<file path="config.mk">
export PLATFORM = sky130hd
export DESIGN_NAME = id_stage
export DESIGN_NICKNAME = d
export VERILOG_FILES = /design/src/rtl/id_stage.sv
export SDC_FILE = /design/constraint.sdc
export NUM_CORES = 1
export LEC_CHECK = 0
export ABC_AREA = 1
export ABC_CLOCK_PERIOD_IN_PS = 12000
export CORE_AREA = 4 4 154 156
export CTS_BUF_LIST = sky130_fd_sc_hd__clkbuf_8
export DETAILED_ROUTE_END_ITERATION = 10
export DIE_AREA = 0 0 158 160
export MAX_ROUTING_LAYER = met4
export PLACE_DENSITY = 0.71
export SLEW_MARGIN = 20
export SYNTH_ARGS = -nofsm -noshare
export SYNTH_HDL_FRONTEND = slang
export SYNTH_SLANG_ARGS = --single-unit
</file>
<file path="constraint.sdc">
create_clock -name clk -period 12 [get_ports clk]
set_input_delay 1.2 -clock clk [delete_from_list [all_inputs] [get_ports clk]]
set_output_delay 1.2 -clock clk [all_outputs]
set_load 0.005 [all_outputs]
</file>
<file path="src/rtl/id_stage.sv">
// RV32I(+M) decode stage: combinational decode of the incoming token feeding a
// two-entry (main + skid) output buffer with flush and fully registered handshakes.
module id_stage #(
    parameter bit ENABLE_M = 1'b1,
    parameter int PC_W     = 32
) (
    input  logic            clk,
    input  logic            rst,
    input  logic            in_valid,
    output logic            in_ready,
    input  logic [31:0]     in_instr,
    input  logic [PC_W-1:0] in_pc,
    input  logic            flush,
    output logic            out_valid,
    input  logic            out_ready,
    output logic [PC_W-1:0] out_pc,
    output logic [4:0]      aluc,
    output logic            write_reg,
    output logic            aluOut_WB_memOut,
    output logic            rs1Data_EX_PC,
    output logic [1:0]      rs2Data_EX_imm32_4,
    output logic            write_mem_1B,
    output logic            write_mem_2B,
    output logic            write_mem_4B,
    output logic            read_mem_1B,
    output logic            read_mem_2B,
    output logic            read_mem_4B,
    output logic            extension_mem,
    output logic [1:0]      not_NEXTPC_pcImm_rs1Imm,
    output logic [2:0]      branch_func3,
    output logic            illegal,
    output logic [4:0]      rd,
    output logic [4:0]      rs1,
    output logic [4:0]      rs2,
    output logic [31:0]     imm_32
);

    localparam logic [6:0] OP_LUI    = 7'b0110111;
    localparam logic [6:0] OP_AUIPC  = 7'b0010111;
    localparam logic [6:0] OP_JAL    = 7'b1101111;
    localparam logic [6:0] OP_JALR   = 7'b1100111;
    localparam logic [6:0] OP_LOAD   = 7'b0000011;
    localparam logic [6:0] OP_STORE  = 7'b0100011;
    localparam logic [6:0] OP_IMM    = 7'b0010011;
    localparam logic [6:0] OP_REG    = 7'b0110011;
    localparam logic [6:0] OP_BRANCH = 7'b1100011;
    localparam logic [6:0] OP_FENCE  = 7'b0001111;

    localparam logic [4:0] ALU_ADD  = 5'b00000;
    localparam logic [4:0] ALU_SUB  = 5'b00001;
    localparam logic [4:0] ALU_AND  = 5'b00010;
    localparam logic [4:0] ALU_OR   = 5'b00011;
    localparam logic [4:0] ALU_XOR  = 5'b00100;
    localparam logic [4:0] ALU_SLL  = 5'b00101;
    localparam logic [4:0] ALU_SLT  = 5'b00110;
    localparam logic [4:0] ALU_SLTU = 5'b00111;
    localparam logic [4:0] ALU_SRL  = 5'b01000;
    localparam logic [4:0] ALU_SRA  = 5'b01001;

    typedef struct packed {
        logic [4:0]  aluc;
        logic        write_reg;
        logic        mem_to_reg;
        logic        pc_as_a;
        logic [1:0]  b_sel;
        logic        wm1;
        logic        wm2;
        logic        wm4;
        logic        rm1;
        logic        rm2;
        logic        rm4;
        logic        ext;
        logic [1:0]  next_pc;
        logic [2:0]  br_f3;
        logic        illegal;
        logic [4:0]  rd;
        logic [4:0]  rs1;
        logic [4:0]  rs2;
        logic [31:0] imm;
    } dec_t;

    // Base ALU op selected by func3 for OP / OP-IMM (func7 variants handled by caller).
    function automatic logic [4:0] alu_of_f3(input logic [2:0] f3);
        case (f3)
            3'b000:  return ALU_ADD;
            3'b001:  return ALU_SLL;
            3'b010:  return ALU_SLT;
            3'b011:  return ALU_SLTU;
            3'b100:  return ALU_XOR;
            3'b101:  return ALU_SRL;
            3'b110:  return ALU_OR;
            default: return ALU_AND;
        endcase
    endfunction

    logic [6:0]  opcode;
    logic [2:0]  func3;
    logic [6:0]  func7;
    logic [31:0] imm_i, imm_s, imm_b, imm_u, imm_j;
    logic        bad;
    dec_t        dec;

    assign opcode = in_instr[6:0];
    assign func3  = in_instr[14:12];
    assign func7  = in_instr[31:25];
    assign imm_i  = {{20{in_instr[31]}}, in_instr[31:20]};
    assign imm_s  = {{20{in_instr[31]}}, in_instr[31:25], in_instr[11:7]};
    assign imm_b  = {{19{in_instr[31]}}, in_instr[31], in_instr[7], in_instr[30:25], in_instr[11:8], 1'b0};
    assign imm_u  = {in_instr[31:12], 12'b0};
    assign imm_j  = {{11{in_instr[31]}}, in_instr[31], in_instr[19:12], in_instr[20], in_instr[30:21], 1'b0};

    always_comb begin
        dec = '0;
        bad = 1'b0;
        case (opcode)
            OP_LUI: begin
                dec.write_reg = 1'b1;
                dec.rd        = in_instr[11:7];
                dec.b_sel     = 2'b01;
                dec.imm       = imm_u;
            end
            OP_AUIPC: begin
                dec.write_reg = 1'b1;
                dec.rd        = in_instr[11:7];
                dec.pc_as_a   = 1'b1;
                dec.b_sel     = 2'b01;
                dec.imm       = imm_u;
            end
            OP_JAL: begin
                dec.write_reg = 1'b1;
                dec.rd        = in_instr[11:7];
                dec.pc_as_a   = 1'b1;
                dec.b_sel     = 2'b11;
                dec.next_pc   = 2'b01;
                dec.imm       = imm_j;
            end
            OP_JALR: begin
                bad           = (func3 != 3'b000);
                dec.write_reg = 1'b1;
                dec.rd        = in_instr[11:7];
                dec.rs1       = in_instr[19:15];
                dec.pc_as_a   = 1'b1;
                dec.b_sel     = 2'b11;
                dec.next_pc   = 2'b10;
                dec.imm       = imm_i;
            end
            OP_LOAD: begin
                dec.write_reg  = 1'b1;
                dec.mem_to_reg = 1'b1;
                dec.rd         = in_instr[11:7];
                dec.rs1        = in_instr[19:15];
                dec.b_sel      = 2'b01;
                dec.imm        = imm_i;
                case (func3)
                    3'b000:  begin dec.rm1 = 1'b1; dec.ext = 1'b1; end
                    3'b001:  begin dec.rm2 = 1'b1; dec.ext = 1'b1; end
                    3'b010:  dec.rm4 = 1'b1;
                    3'b100:  dec.rm1 = 1'b1;
                    3'b101:  dec.rm2 = 1'b1;
                    default: bad = 1'b1;
                endcase
            end
            OP_STORE: begin
                dec.rs1   = in_instr[19:15];
                dec.rs2   = in_instr[24:20];
                dec.b_sel = 2'b01;
                dec.imm   = imm_s;
                case (func3)
                    3'b000:  dec.wm1 = 1'b1;
                    3'b001:  dec.wm2 = 1'b1;
                    3'b010:  dec.wm4 = 1'b1;
                    default: bad = 1'b1;
                endcase
            end
            OP_IMM: begin
                dec.write_reg = 1'b1;
                dec.rd        = in_instr[11:7];
                dec.rs1       = in_instr[19:15];
                dec.b_sel     = 2'b01;
                dec.imm       = imm_i;
                dec.aluc      = alu_of_f3(func3);
                // Shift-immediates reuse the upper immediate bits as func7.
                if (func3 == 3'b001) begin
                    bad = (func7 != 7'b0000000);
                end else if (func3 == 3'b101) begin
                    if (func7 == 7'b0100000) begin
                        dec.aluc = ALU_SRA;
                    end else if (func7 != 7'b0000000) begin
                        bad = 1'b1;
                    end
                end
            end
            OP_REG: begin
                dec.write_reg = 1'b1;
                dec.rd        = in_instr[11:7];
                dec.rs1       = in_instr[19:15];
                dec.rs2       = in_instr[24:20];
                if (func7 == 7'b0000000) begin
                    dec.aluc = alu_of_f3(func3);
                end else if (func7 == 7'b0100000 && func3 == 3'b000) begin
                    dec.aluc = ALU_SUB;
                end else if (func7 == 7'b0100000 && func3 == 3'b101) begin
                    dec.aluc = ALU_SRA;
                end else if (func7 == 7'b0000001 && ENABLE_M) begin
                    dec.aluc = {2'b10, func3};
                end else begin
                    bad = 1'b1;
                end
            end
            OP_BRANCH: begin
                dec.rs1     = in_instr[19:15];
                dec.rs2     = in_instr[24:20];
                dec.next_pc = 2'b11;
                dec.br_f3   = func3;
                dec.imm     = imm_b;
                case (func3[2:1])
                    2'b00:   dec.aluc = ALU_SUB;
                    2'b10:   dec.aluc = ALU_SLT;
                    2'b11:   dec.aluc = ALU_SLTU;
                    default: bad = 1'b1;
                endcase
            end
            OP_FENCE: bad = (func3 != 3'b000);
            default:  bad = 1'b1;
        endcase
        if (bad) begin
            dec         = '0;
            dec.illegal = 1'b1;
        end
    end

    logic            accept, drain;
    logic            m_valid_q, m_valid_d, s_valid_q, s_valid_d;
    logic            in_ready_q, in_ready_d;
    dec_t            m_dec_q, m_dec_d, s_dec_q, s_dec_d;
    logic [PC_W-1:0] m_pc_q, m_pc_d, s_pc_q, s_pc_d;

    assign accept = in_valid & in_ready_q;
    assign drain  = m_valid_q & out_ready;

    always_comb begin
        m_valid_d = m_valid_q;
        s_valid_d = s_valid_q;
        m_dec_d   = m_dec_q;
        s_dec_d   = s_dec_q;
        m_pc_d    = m_pc_q;
        s_pc_d    = s_pc_q;
        if (flush) begin
            m_valid_d = 1'b0;
            s_valid_d = 1'b0;
        end else if (!m_valid_q || drain) begin
            // The skid entry is older than any new token, so it refills M first.
            if (s_valid_q) begin
                m_valid_d = 1'b1;
                m_dec_d   = s_dec_q;
                m_pc_d    = s_pc_q;
                s_valid_d = 1'b0;
            end else if (accept) begin
                m_valid_d = 1'b1;
                m_dec_d   = dec;
                m_pc_d    = in_pc;
            end else begin
                m_valid_d = 1'b0;
            end
        end else if (accept) begin
            s_valid_d = 1'b1;
            s_dec_d   = dec;
            s_pc_d    = in_pc;
        end
        in_ready_d = !s_valid_d;
    end

    always_ff @(posedge clk or posedge rst) begin
        if (rst) begin
            m_valid_q  <= 1'b0;
            s_valid_q  <= 1'b0;
            in_ready_q <= 1'b0;
            m_dec_q    <= '0;
            s_dec_q    <= '0;
            m_pc_q     <= '0;
            s_pc_q     <= '0;
        end else begin
            m_valid_q  <= m_valid_d;
            s_valid_q  <= s_valid_d;
            in_ready_q <= in_ready_d;
            m_dec_q    <= m_dec_d;
            s_dec_q    <= s_dec_d;
            m_pc_q     <= m_pc_d;
            s_pc_q     <= s_pc_d;
        end
    end

    assign in_ready                = in_ready_q;
    assign out_valid               = m_valid_q;
    assign out_pc                  = m_pc_q;
    assign aluc                    = m_dec_q.aluc;
    assign write_reg               = m_dec_q.write_reg;
    assign aluOut_WB_memOut        = m_dec_q.mem_to_reg;
    assign rs1Data_EX_PC           = m_dec_q.pc_as_a;
    assign rs2Data_EX_imm32_4      = m_dec_q.b_sel;
    assign write_mem_1B            = m_dec_q.wm1;
    assign write_mem_2B            = m_dec_q.wm2;
    assign write_mem_4B            = m_dec_q.wm4;
    assign read_mem_1B             = m_dec_q.rm1;
    assign read_mem_2B             = m_dec_q.rm2;
    assign read_mem_4B             = m_dec_q.rm4;
    assign extension_mem           = m_dec_q.ext;
    assign not_NEXTPC_pcImm_rs1Imm = m_dec_q.next_pc;
    assign branch_func3            = m_dec_q.br_f3;
    assign illegal                 = m_dec_q.illegal;
    assign rd                      = m_dec_q.rd;
    assign rs1                     = m_dec_q.rs1;
    assign rs2                     = m_dec_q.rs2;
    assign imm_32                  = m_dec_q.imm;

endmodule

</file>
# After elaboration in Yosys (flattened, before gate mapping)

Index checks and enable logic that the tools add are counted.

Bits in registers: 207
Latch bits: 0
Bits in writable memories: 0
Bits in read-only memories: 0
Input bits: 69
Output and inout port bits: 104
Memories kept: 0

$add $sub $neg: 0
Multipliers: 0
Div/mod/pow operators: 0
Magnitude comparators: 0
Equality and inequality tests: 20
Shift-type cells: 0
Muxes and demuxes: 52
Bitwise gates (word level): 4
Reductions and logical operators: 30

Operator list:

| operator             | number |
|---|---|
| $mux W70             | 3 |
| $pmux W32 S5         | 1 |
| $mux W32             | 2 |
| $mux W5              | 7 |
| $eq A7 B6 Y1 const B | 4 |
| $pmux W4 S7          | 1 |
| $mux W1              | 27 |
| $eq A7 B7 Y1 const B | 3 |
| $reduce_or A3 Y1     | 6 |
| $mux W4              | 4 |
| $pmux W5 S3          | 1 |
| $eq A7 B5 Y1 const B | 2 |
| $reduce_or A2 Y1     | 6 |
| $reduce_or A5 Y1     | 2 |
| $eq A3 B3 Y1 const B | 3 |
| $pmux W3 S3          | 1 |
| $eq A7 B1 Y1 const B | 1 |
| $eq A7 B2 Y1 const B | 1 |
| $eq A7 B4 Y1 const B | 1 |
| $logic_not A7 Y1     | 1 |
| $pmux W1 S7          | 1 |
| $reduce_bool A7 Y1   | 1 |
| $reduce_or A7 Y1     | 1 |
| $eq A3 B2 Y1 const B | 2 |
| 16 further kinds     | 24 |

# Longest topological paths before layout

Gate-level depths: netlist (run 1).

Word-level depth: 9
Gate-level depth with buffers: 15

# Worst setup path before layout (run 1)

OpenSTA, ideal clock, no wires.

Path kind: input-to-reg
From: input port in_instr[2]
To: register m_dec_q, in the netlist write_reg
Setup time: 116 ps
Arrival: 2486 ps
Data required time: 11884 ps
Setup slack: 9397 ps
Stages on the path: 15
Path buffers: 1
Path through: inv_1 nand2_1 nor2_4 nand2_1 inv_2 nand2_1 o21ai_1 inv_1 nand2_2 nor2_8 buf_4 nand2_1 nand2_1 nand2_1 nand2_1

Cells in the longest elaborated chain, start to end: 6

Ends and longest elaborated chain:

| item                                                            | line | RTL |
|---|---|---|
| from (decl)                                                     | 11   | `input logic [31:0] in_instr,` |
| $eq A7 B7 Y1, or another cell as far along                      | 115  | `case (opcode)` |
| $reduce_or A3 Y1 (no source line), or another cell as far along | -    |  |
| $pmux W1 S7 or $mux W1 (tied branches)                          | 115  |  |
| $mux W70 *                                                      | 226  | `if (bad) begin` |
| $mux W70 *                                                      | 258  | `end else if (accept) begin` |
| $mux W70 *                                                      | 253  | `if (s_valid_q) begin` |
| to (signal assigned)                                            | 286  | `m_dec_q <= m_dec_d;` |
| to (decl)                                                       | 235  | `dec_t m_dec_q, m_dec_d, s_dec_q, s_dec_d;` |

Mark *: on every way between the ends. The rest lies on a longest branch, timed or not. The select of a mux whose other input is x is not followed.
A chain may end at the register's enable or synchronous reset.

# Worst setup path after layout (run 1)

From: input port in_instr[14]
To: register m_dec_q, in the netlist imm_32[11]

Cells in the longest elaborated chain, start to end: 9

Ends and longest elaborated chain:

| item                | line          | RTL |
|---|---|---|
| $eq A3 B3 Y1        | 154, 185, 202 |  |
| $logic_and A1 B1 Y1 | 202           | `end else if (func7 == 7'b0100000 && func3 == 3'b101) begin` |
| $mux W1             | 202           |  |
| $mux W1             | 200           | `end else if (func7 == 7'b0100000 && func3 == 3'b000) begin` |
| $mux W1             | 198           | `if (func7 == 7'b0000000) begin` |
| $pmux W1 S7 *       | 115           |  |
| $mux W70 *          | 226           |  |
| $mux W70 *          | 258           |  |
| $mux W70 *          | 253           |  |

Marked as above.

==> metrics, run 1 <==
initial antenna violation count 0; CTS-repair resized insts 0; vias ~9,000; die area about 25,000 um^2; Syn Area/Cell between 7 and 8 um^2; post-synthesis xor/xnor area fraction 0%; combinational share of power 14.0%; final wirelength 26,000 um; Clock Skew 0.0316 ns; wire per inst 14.7 um; Reg with most FFs s_dec_q; nature of the critical path startpoint input port; Sink Count around 210; setup TNS 0 ns; Clk network pwr share between 30% and 40%; antenna cells 0; Clock Latency Late Sink 0.54 ns; Largest register FFs 70; post-synthesis mux area share 0%; 1st-pass router iterations 5; Ys Warns 0; core footprint 22,400 um^2; Post-synth EDFFs 0; Synth Area in Compound Gates about 11%; Root Driver clkbuf_8; crit-path most repeated cell nand2_1; violation count after the first detailed-routing iteration roughly 730; Die Ht 160 um; Worst-path clk slew 0.06 ns; Hold Crit Class flip-flop to flip-flop; status complete, no violations; Die X between 150 and 200 um; Sw Share between 20% and 30%; Cell Pwr Density 133 nW/um^2; post-synthesis cell type count 27; Rel. slew slack between 30% and 40%; Switching Power roughly 0.44 mW; ANT nets after route 0; H-tree levels 2; drt via density ~5; first-pass GRT wire length 42,600 um; CP required 12.45 ns; Seq pwr share between 40% and 50%; unrepaired setup endpoints after global routing false; r2r startpoint s_valid_q$_DFF_PP0_; Hold Slack roughly 0.48 ns; gr usage total 21.1%; number of buffers added on ports ~170; Mapped Area 9870 um^2; post-DP HPWL 17,400 um; number of global-route vias before repair ~8,400; Synth Area in Adders less than 1%; largest net degree at the start of global routing about 130; hold path endpoint aluc[1]$_DFFE_PP0P_; CTS buffer count 36; worst path cell trace clkdlybuf4s50_1, inv_1, nand2_1, nand2_1, nand2_1, nand2_1, nand2_1, nand2_1, nand2_2, nor2_8, o21ai_0, nand2_1, nand2_1, nand2_1; hold path cells 2; setup repair bufs after CTS 0; P&R area growth vs syn 25.4%; reg2reg end imm_32[1]$_DFFE_PP0P_; Starting Density approximately 44%; Fill cells 2,119; Synth Flop Type dfrtp_1; Crit-path slowest cell clkdlybuf4s50_1; Nets around 1,500; buffer depth of the longest clock path 3; reg-to-reg slack, setup just under 9 ns; Setup violations, final 0; share of cells above drive strength 1 ~4.8%; Core Rows 55; WS Path Type input port to flip-flop; simple-gate share of the synthesized area 30.0%; Slowest Stage Delay on Critical Path between 0.6 and 0.7 ns; largest family of logic cells by synthesized area simple AND/OR/NAND/NOR gates; cell count of the worst reg-to-reg path 9; CTS tree yes; GPL Wtd Cong between 0.9 and 1; Slew Limit Fails 0; Worst Setup End Kind flip-flop; CP arrival ~4.0 ns; gr ovfl total 0; flops & latches, synth between 200 and 250; async set or reset register ratio after synthesis between 90% and 100%; leading area contributor after synthesis dfrtp_1; number of max-cap violations 0; final hold vios 0; top cells by area, synth dfrtp_1 (53%), nand2_1 (20%), o21ai_0 (6.7%), nor2_1 (5.8%), o21ai_1 (3.2%); min cycle time layout approximately 3.6 ns; Worst IR Drop VDD approximately 0.000061 V; Worst Max-Slew Pin Slew 0.947 ns; period utilisation layout between 20% and 30%; Mapped Cells between 1,000 and 1,500; Post-Syn Nets around 1,400; Yosys top cell area share a little over half; detailed-route DRC error count 0; Hold-fix buffers, CTS 0; critical-path maximum fanout 62; Lkg Pwr between 6 and 7 nW; fmax between 200 and 300 MHz; Top Ports 173; min-delay src aluc[1]$_DFFE_PP0P_; Int Power 1.22 mW; register area share after synthesis 52.5%
## synthesized netlist by cell type, types with 2 or more instances
master / instances
buf_4: 3
o21ai_0: 132
a21oi_1: 7
nand3_1: 56
buf_1: 6
nand4_1: 4
inv_1: 75
buf_6: 3
nand2_1: 523
nand2_4: 2
nor2_1: 153
nand2_2: 3
o21ai_1: 63
dfrtp_1: 207
buf_2: 2
ha_1: 3
o22ai_1: 7
inv_2: 6
nor2_2: 3
clkbuf_1: 59
## power by group through the flow
stage	sequential [mW]	combinational, mW	clock, mW
after floorplan	0.808	0.111	0
after global placement	0.807	0.229	0
after detailed placement	0.810	0.233	0
after CTS	0.798	0.235	0.638
after global routing	0.806	0.263	0.671
final	0.798	0.231	0.622
## cell usage in the layout, fill, tap and decap left out, types with 2 or more instances in the layout
cell type | Yosys | layout
a21oi_1 | 7 | 7
inv_4 | 0 | 2
nor2_1 | 153 | 152
dfrtp_1 | 207 | 207
o21ai_1 | 63 | 63
clkinv_2 | 0 | 2
nand2_2 | 3 | 3
nor2_2 | 3 | 4
inv_1 | 75 | 88
o22ai_1 | 7 | 7
buf_4 | 3 | 3
nand2_4 | 2 | 2
o21ai_0 | 132 | 132
clkdlybuf4s50_1 | 0 | 172
inv_2 | 6 | 3
clkbuf_8 | 0 | 42
clkinvlp_4 | 0 | 2
ha_1 | 3 | 3
nand3_1 | 56 | 56
nand2_1 | 523 | 523
nand4_1 | 4 | 4
## area by class of cell
type                            count  area (um^2)  area share (%)
Clock inverter                     19          108           0.870
Multi-Input combinational cell    963         4070            32.9
Tap cell                          285          357            2.88
Timing Repair Buffer              176         1760            14.2
Clock buffer                       42          578            4.67
Inverter                           81          322            2.60
Sequential cell                   207         5180            41.9
## logic make-up (layout without fill, tap and decap cells)
family          Yosys count  in the layout
flops                   207            207
simple gates            748            748
compound gates          212            212
buf+inv                 154            318
fa+ha+maj                 3              3
## metrics by stage
stage                     cells  worst slack (ns)  util, %  cell area [um^2]  total power, mW
after detailed placement   1712              7.92     52.2             11700             1.04
after floorplan            1324              5.15        -              9870            0.919
after global routing       1773              8.17     55.3             12400             1.74
after global placement     1712              7.60     52.2             11700             1.04
final                      1773              8.42     55.3             12400             1.65
after CTS                  1773              8.45     55.3             12400             1.67
## per-layer routing
metal	up-vias	wire length (um)	global-route usage, %
met5	-	0	-
met4	0	722	6.63
met3	52	1700	4.04
met2	295	11700	30.9
met1	4110	11900	29.8
li1	4460	-	-
## worst max path at each step
| stage | slack (ns) | end | start |
|---|---|---|---|
| 2_1_floorplan | 5.15 | aluOut_WB_memOut$_DFFE_PP0P_ | rst |
| 3_3_place_gp | 7.60 | s_dec_q[69]$_DFFE_PP0P_ | out_ready |
| 3_5_place_dp | 7.92 | imm_32[11]$_DFFE_PP0P_ | in_instr[14] |
| 4_1_cts | 8.45 | imm_32[11]$_DFFE_PP0P_ | in_instr[14] |
| 5_1_grt | 8.17 | imm_32[11]$_DFFE_PP0P_ | in_instr[14] |
| 6_report | 8.42 | imm_32[11]$_DFFE_PP0P_ | in_instr[14] |
## worst max-delay path, delay by kind of cell
family                 cells  cell delay, ns
AOI/OAI and AO/OA          1            0.33
and+or+nand+nor           11            1.58
buffers and inverters      2            0.91
No activity file was read; power rests on OpenSTA's default activity.
==> run 2, diff against run 1 <==
--- a/config.mk
+++ b/config.mk
@@ -6,13 +6,13 @@
 export NUM_CORES = 1
 export LEC_CHECK = 0
 export ABC_AREA = 1
-export ABC_CLOCK_PERIOD_IN_PS = 12000
+export ABC_CLOCK_PERIOD_IN_PS = 3050
 export CORE_AREA = 4 4 154 156
 export CTS_BUF_LIST = sky130_fd_sc_hd__clkbuf_8
 export DETAILED_ROUTE_END_ITERATION = 10
 export DIE_AREA = 0 0 158 160
 export MAX_ROUTING_LAYER = met4
-export PLACE_DENSITY = 0.71
+export PLACE_DENSITY = 0.73
 export SLEW_MARGIN = 20
 export SYNTH_ARGS = -nofsm -noshare
 export SYNTH_HDL_FRONTEND = slang
==> constraint.sdc (replaced) <==
create_clock -name clk -period 3.05 [get_ports clk]
set_input_delay 0.305 -clock clk [delete_from_list [all_inputs] [get_ports clk]]
set_output_delay 0.305 -clock clk [all_outputs]
set_load 0.005 [all_outputs]
==> run 2 against run 1 <==
  * Non-clock buffer count increased by 17
  * Utilization rose by 1.1 points
  * Sequential share of layout area is 0.81 points lower
  * Sequential power rose to 3.9 times the previous value
  * Routed wire length rose by 1.6%
  * Register-to-register slack got worse by 7.8 ns
  * Critical path type unchanged
==> metrics, run 2 (synthesized netlist as in run 1, its figures left out) <==
initial antenna violation count 0 (unchanged); Non-Filler Instances 1,795 (+1.2%); CTS tree yes; drt via density 4.96 (-1.4%); Slowest Stage Delay on Critical Path 0.53 ns (-0.08 ns); buffer depth of the longest clock path 3 (unchanged); Die Ht 160 um (unchanged); CTS-repair resized insts 0 (unchanged); number of max-cap violations 0 (unchanged); worst path cell trace clkdlybuf4s50_1, nand2_1, nor2_1, nand3_1, nand2_4, inv_2, nand3_1, nand2_2, nor2_8, buf_4, o21ai_0, o21ai_0; Core Rows 55 (unchanged); Hold Crit Class input port to async pin; Hold-fix buffers, CTS 0 (unchanged); placed insts 1,729 (+0.99%); CTS buffer count 37 (+2.8%); antenna cells 0 (unchanged); Clk network pwr share 38.7% (+1.0 points); cell count of the worst reg-to-reg path 9 (unchanged); Rel. slew slack 45.0% (+8.1 points); r2r startpoint out_valid$_DFFE_PP0N_; Reg with most FFs s_dec_q; setup TNS 0 ns (unchanged); CP required 3.48 ns (-8.97 ns); vias 8,901 (-0.18%); Switching Power 1.77 mW (+310%); setup repair bufs after CTS 0 (unchanged); WS Path Type input port to flip-flop; detailed-route DRC error count 0 (unchanged); Crit-path slowest cell clkdlybuf4s50_1; Seq pwr share 47.2% (-1.1 points); number of buffers added on ports 172 (unchanged); first-pass GRT wire length 43,800 um (+2.7%); Power, Total 6.66 mW (+300%); Clock Latency Late Sink 0.53 ns (about the same); final wirelength 26,400 um (+1.6%); ANT nets after route 0 (unchanged); GPL Wtd Cong 0.990 (+2.8%); Nets 1,555 (+1.2%); Top Ports 173 (unchanged); critical-path maximum fanout 16 (-74%); gr ovfl total 0 (unchanged); status complete, no violations; H-tree levels 2 (unchanged); die area 25,300 um^2 (unchanged); Cell Pwr Density 528 nW/um^2 (+300%); period utilisation layout approximately 73%; wire per inst 14.7 um (+0.33%); number of global-route vias before repair 8,636 (+3.4%); Sw Share 26.6% (+0.18 points); Lkg Pwr 6.77 nW (+1.7%); most frequent cells in the layout nand2_1 (523), dfrtp_1 (207), clkdlybuf4s50_1 (172); Clock Skew 0.0212 ns (-0.0104 ns); Hold Slack 0.109 ns (-0.368 ns); Largest register FFs 70 (unchanged); Largest delay share family, worst path simple AND/OR/NAND/NOR gates; reg2reg end s_pc_q[9]$_DFFE_PP0P_; Int Power 4.89 mW (+300%); final hold vios 0 (unchanged); unrepaired setup endpoints after global routing false; combinational share of power 14.1% (about the same); min cycle time layout 2.24 ns; violation count after the first detailed-routing iteration 603 (-18%); Slew Limit Fails 0 (unchanged); CP arrival 2.67 ns (-1.36 ns); Worst Max-Slew Pin Slew 0.825 ns (-0.122 ns); Setup violations, final 0 (unchanged); Fill cells 2,088 (-1.5%); Worst Path Buf+Inv 3 (+1); Starting Density 44.1% (unchanged); Worst-path clk slew 0.06 ns (about the same); Worst IR Drop VDD 0.000243 V (+300%); 1st-pass router iterations 5 (unchanged); Worst Setup End Kind flip-flop; gr usage total 21.5% (+0.46 points); reg-to-reg slack, setup 0.94 ns (-7.75 ns); Sink Count 207 (unchanged); P&R area growth vs syn 27.9%; core footprint 22,400 um^2 (unchanged); Root Driver clkbuf_8; nature of the critical path startpoint input port; post-DP HPWL 17,800 um (+2.4%); largest net degree at the start of global routing 201 (+51%); Die X 158 um (unchanged); commonest non-fill, non-tap cell in the layout nand2_1; share of cells above drive strength 1 6.49% (+1.7 points); fmax between 400 and 500 MHz
## run 2: cell types whose count changed in the layout (fill, tap and decap cells not counted), sizes merged
cell      before  now
bufinv         1    0
buf            4   21
clkinvlp       2    4
inv           95   88
clkinv         2    7
clkbuf        42   48
## run 2: worst reg2reg max path, cell delays in order (launching register included)
cell     delay (ns)
dfrtp_1        0.37
inv_1          0.05
nor2_1         0.05
inv_1          0.07
nor2_1         0.04
inv_1          0.06
nor2_1         0.07
inv_4          0.51
buf_4          0.56
o21ai_0        0.18
## run 2: final cells by class
| type | instances | area, um^2 | share of cell area, % |
|---|---|---|---|
| Multi-Input combinational cell | 963 | 4070 | 32.3 |
| Clock buffer | 48 | 661 | 5.24 |
| Clock inverter | 18 | 87.6 | 0.694 |
| Tap cell | 285 | 357 | 2.83 |
| Inverter | 81 | 318 | 2.52 |
| Timing Repair Buffer | 193 | 1940 | 15.4 |
| Sequential cell | 207 | 5180 | 41.1 |
## run 2: routing by layer
layer  GRT usage [%]  part of all wire, %  vias up
met5               -                    0        -
met4            4.73                  1.6        0
met3            4.07                  6.0       40
met2            32.2                   46      256
met1            30.8                   47     4123
li1                -                    -     4482
## run 2: worst max-delay path by stage
stage | start | end | slack [ns] | cells past startpoint
after floorplan | rst | aluOut_WB_memOut$_DFFE_PP0P_ | 0.06 | 1
after global placement | in_instr[5] | rs2[4]$_DFFE_PP0P_ | 0.33 | 14
after detailed placement | in_instr[1] | s_dec_q[11]$_DFFE_PP0P_ | 0.29 | 12
after CTS | in_instr[1] | s_dec_q[11]$_DFFE_PP0P_ | 0.84 | 12
after global routing | in_instr[13] | s_dec_q[11]$_DFFE_PP0P_ | 0.63 | 13
final | in_instr[5] | s_dec_q[11]$_DFFE_PP0P_ | 0.81 | 12
## run 2: through the flow
| stage | setup WS, ns | area (um^2) | utilization, % |
|---|---|---|---|
| after global placement | 0.327 | 11900 | 53.1 |
| after global routing | 0.627 | 12600 | 56.4 |
| after detailed placement | 0.294 | 11900 | 53.1 |
| after floorplan | 0.0588 | 9870 | - |
| final | 0.812 | 12600 | 56.4 |
| after CTS | 0.845 | 12600 | 56.4 |
## run 2: power groups by stage
| stage | Combinational, mW | Clock, mW | Sequential [mW] |
|---|---|---|---|
| 2_1_floorplan | 0.437 | 0 | 3.18 |
| 3_3_place_gp | 0.925 | 0 | 3.18 |
| 3_5_place_dp | 0.945 | 0 | 3.19 |
| 4_1_cts | 0.950 | 2.65 | 3.14 |
| 5_1_grt | 1.06 | 2.78 | 3.17 |
| 6_report | 0.936 | 2.58 | 3.14 |
==> run 3, diff against run 2 <==
--- a/config.mk
+++ b/config.mk
@@ -6,13 +6,13 @@
 export NUM_CORES = 1
 export LEC_CHECK = 0
 export ABC_AREA = 1
-export ABC_CLOCK_PERIOD_IN_PS = 3050
+export ABC_CLOCK_PERIOD_IN_PS = 2100
 export CORE_AREA = 4 4 154 156
 export CTS_BUF_LIST = sky130_fd_sc_hd__clkbuf_8
 export DETAILED_ROUTE_END_ITERATION = 10
 export DIE_AREA = 0 0 158 160
 export MAX_ROUTING_LAYER = met4
-export PLACE_DENSITY = 0.73
+export PLACE_DENSITY = 0.71
 export SLEW_MARGIN = 20
 export SYNTH_ARGS = -nofsm -noshare
 export SYNTH_HDL_FRONTEND = slang
==> constraint.sdc (replaced) <==
create_clock -name clk -period 2.1 [get_ports clk]
set_input_delay 0.21 -clock clk [delete_from_list [all_inputs] [get_ports clk]]
set_output_delay 0.21 -clock clk [all_outputs]
set_load 0.005 [all_outputs]
==> run 3 against run 2 <==
  * Total power is 41% higher
  * First-iteration DRC count up 22%
  * Die area is the same
  * Critical path type unchanged
  * Clock power rose by 30%
  * Sequential power increased by 45%
  * Utilization rose by 2.0 points
  * Count of clock-buffer cells in the layout fell by 7
  * Final cell count increased by 3.3%
  * Highest routed layer unchanged
  * Critical endpoint is now rd[4]$_DFFE_PP0P_
==> metrics, run 3 (synthesized netlist as in run 1, its figures left out) <==
status complete, no violations; Hold Crit Class input port to async pin; setup repair bufs after CTS 0 (unchanged); Fill cells 2,054 (-1.6%); CP required 2.50 ns (-0.98 ns); CP arrival 2.25 ns (-0.42 ns); unrepaired setup endpoints after global routing false; Int Power 6.88 mW (+41%); antenna cells 0 (unchanged); Largest register FFs 70 (unchanged); first-pass GRT wire length 44,700 um (+2.1%); Setup violations, final 0 (unchanged); Non-Filler Instances 1,855 (+3.3%); Nets 1,617 (+4.0%); Clock Latency Late Sink 0.51 ns (-0.02 ns); Die Ht 160 um (unchanged); 1st-pass router iterations 5 (unchanged); final hold vios 0 (unchanged); gr ovfl total 0 (unchanged); Core Rows 55 (unchanged); buffer depth of the longest clock path 3 (unchanged); violation count after the first detailed-routing iteration 734 (+22%); cell count of the worst reg-to-reg path 9 (unchanged); placed insts 1,792 (+3.6%); fmax between 500 and 600 MHz; min cycle time layout about 1.9 ns; detailed-route DRC error count 0 (unchanged); period utilisation layout slightly below 90%; Worst Setup End Kind flip-flop; Rel. slew slack 62.6% (+18 points); H-tree levels 2 (unchanged); Clock Skew 0.0150 ns (-0.00623 ns); vias 9,105 (+2.3%); top sig layer met4; Sw Share 26.5% (-0.059 points); share of cells above drive strength 1 9.49% (+3.0 points); Reg with most FFs s_dec_q; number of buffers added on ports 172 (unchanged); gr usage total 22.1% (+0.52 points); Slew Limit Fails 0 (unchanged); core footprint 22,400 um^2 (unchanged); Clk network pwr share 35.9% (-2.8 points); CTS tree yes; P&R area growth vs syn 32.5%; Cell Pwr Density 716 nW/um^2 (+36%); DR WL met3 1510 um (-4.7%); WS Path Type input port to flip-flop; setup TNS 0 ns (unchanged); Die X 158 um (unchanged); M1 WL 12,500 um (+1.3%); drt via density 4.91 (-1.0%); initial antenna violation count 0 (unchanged); Worst-path clk slew 0.06 ns (about the same); final wirelength 27,100 um (+2.6%); crit-path most repeated cell nand2_1; met2 wire length 12,500 um (+3.8%); die area 25,300 um^2 (unchanged); wire per inst 14.6 um (-0.71%); Starting Density 44.1% (unchanged); GPL Wtd Cong 0.905 (-8.6%); CTS buffer count 36 (-2.7%); Worst Max-Slew Pin Slew 0.561 ns (-0.264 ns); number of global-route vias before repair 8,710 (+0.86%); Switching Power 2.48 mW (+40%); commonest non-fill, non-tap cell in the layout nand2_1; Top Ports 173 (unchanged); Lkg Pwr 7.09 nW (+4.7%); Hold-fix buffers, CTS 0 (unchanged); Worst IR Drop VDD 0.000442 V (+82%); most frequent cells in the layout nand2_1 (522), dfrtp_1 (207), clkdlybuf4s50_1 (172); Slowest Stage Delay on Critical Path 0.51 ns (-0.02 ns); post-DP HPWL 19,200 um (+7.7%); worst path cell trace clkdlybuf4s50_1, inv_1, nand3_1, inv_1, nand2_1, nand2_1, nor2_1, buf_4, nand3_1, nand3_1, nand2_1, nand2_1, nand2_1; Crit-path slowest cell clkdlybuf4s50_1; combinational share of power 15.3% (+1.2 points); Root Driver clkbuf_8; ANT nets after route 0 (unchanged); largest net degree at the start of global routing 76 (-62%); Sink Count 207 (unchanged); number of max-cap violations 0 (unchanged); nature of the critical path startpoint input port; Seq pwr share 48.7% (+1.5 points); critical-path maximum fanout 6 (-10)
==> run 3: worst max-delay path: cells and delay by family <==
kind                   cells  cell delay (ns)
buffers and inverters      4             0.79
and+or+nand+nor            9             1.25
==> run 3: stage by stage <==
stage	utilization (%)	setup WS (ns)	hold WS (ns)	area, um^2	power [mW]
after floorplan	-	-0.796	0.372	9870	5.25
after global placement	55.5	-0.313	0.456	12400	6.05
after detailed placement	55.5	-0.318	0.458	12400	6.08
after CTS	58.4	0.220	0.0729	13100	9.48
after global routing	58.5	0.0678	0.0985	13100	9.88
final	58.5	0.246	0.0811	13100	9.36
==> run 3: metal layers <==
layer	global-route usage (%)	up-vias
met5	-	-
met4	5.74	0
met3	3.82	36
met2	33.6	255
met1	30.8	4204
li1	-	4610
==> run 3: power by group through the flow <==
stage	combinational, mW	sequential (mW)	clock [mW]
after floorplan	0.635	4.62	0
after global placement	1.43	4.62	0
after detailed placement	1.45	4.63	0
after CTS	1.46	4.56	3.46
after global routing	1.62	4.61	3.64
final	1.44	4.56	3.36
==> run 3: final cells by class <==
cell class | count | area [um^2] | area share (%)
repair buffers | 256 | 2490 | 19.0
inverters | 81 | 318 | 2.43
multi-input cells | 963 | 4070 | 31.2
flip-flops and latches | 207 | 5180 | 39.6
well taps | 285 | 357 | 2.73
clock inverters | 22 | 91.3 | 0.699
clock buffers | 41 | 564 | 4.32
==> run 3: what timing repair did <==
item                                    CTS  global route
endpoints found under the setup margin    0             1
gates resized for setup                   0             1
endpoints found under the hold margin     0             0
==> run 3: final timing paths <==
| path | start | to | slack, ns |
|---|---|---|---|
| setup / recovery | in_instr[5] | rd[4]$_DFFE_PP0P_ | 0.25 |
| hold / removal | rst | imm_32[7]$_DFFE_PP0P_ | 0.08 |
| setup reg to reg | s_valid_q$_DFF_PP0_ | imm_32[18]$_DFFE_PP0P_ | 0.29 |
| hold reg to reg | s_dec_q[54]$_DFFE_PP0P_ | s_dec_q[54]$_DFFE_PP0P_ | 0.47 |
| max in group asynchronous | rst | branch_func3[1]$_DFFE_PP0P_ | 1.39 |
| min in group clk | in_pc[20] | s_pc_q[20]$_DFFE_PP0P_ | 0.29 |
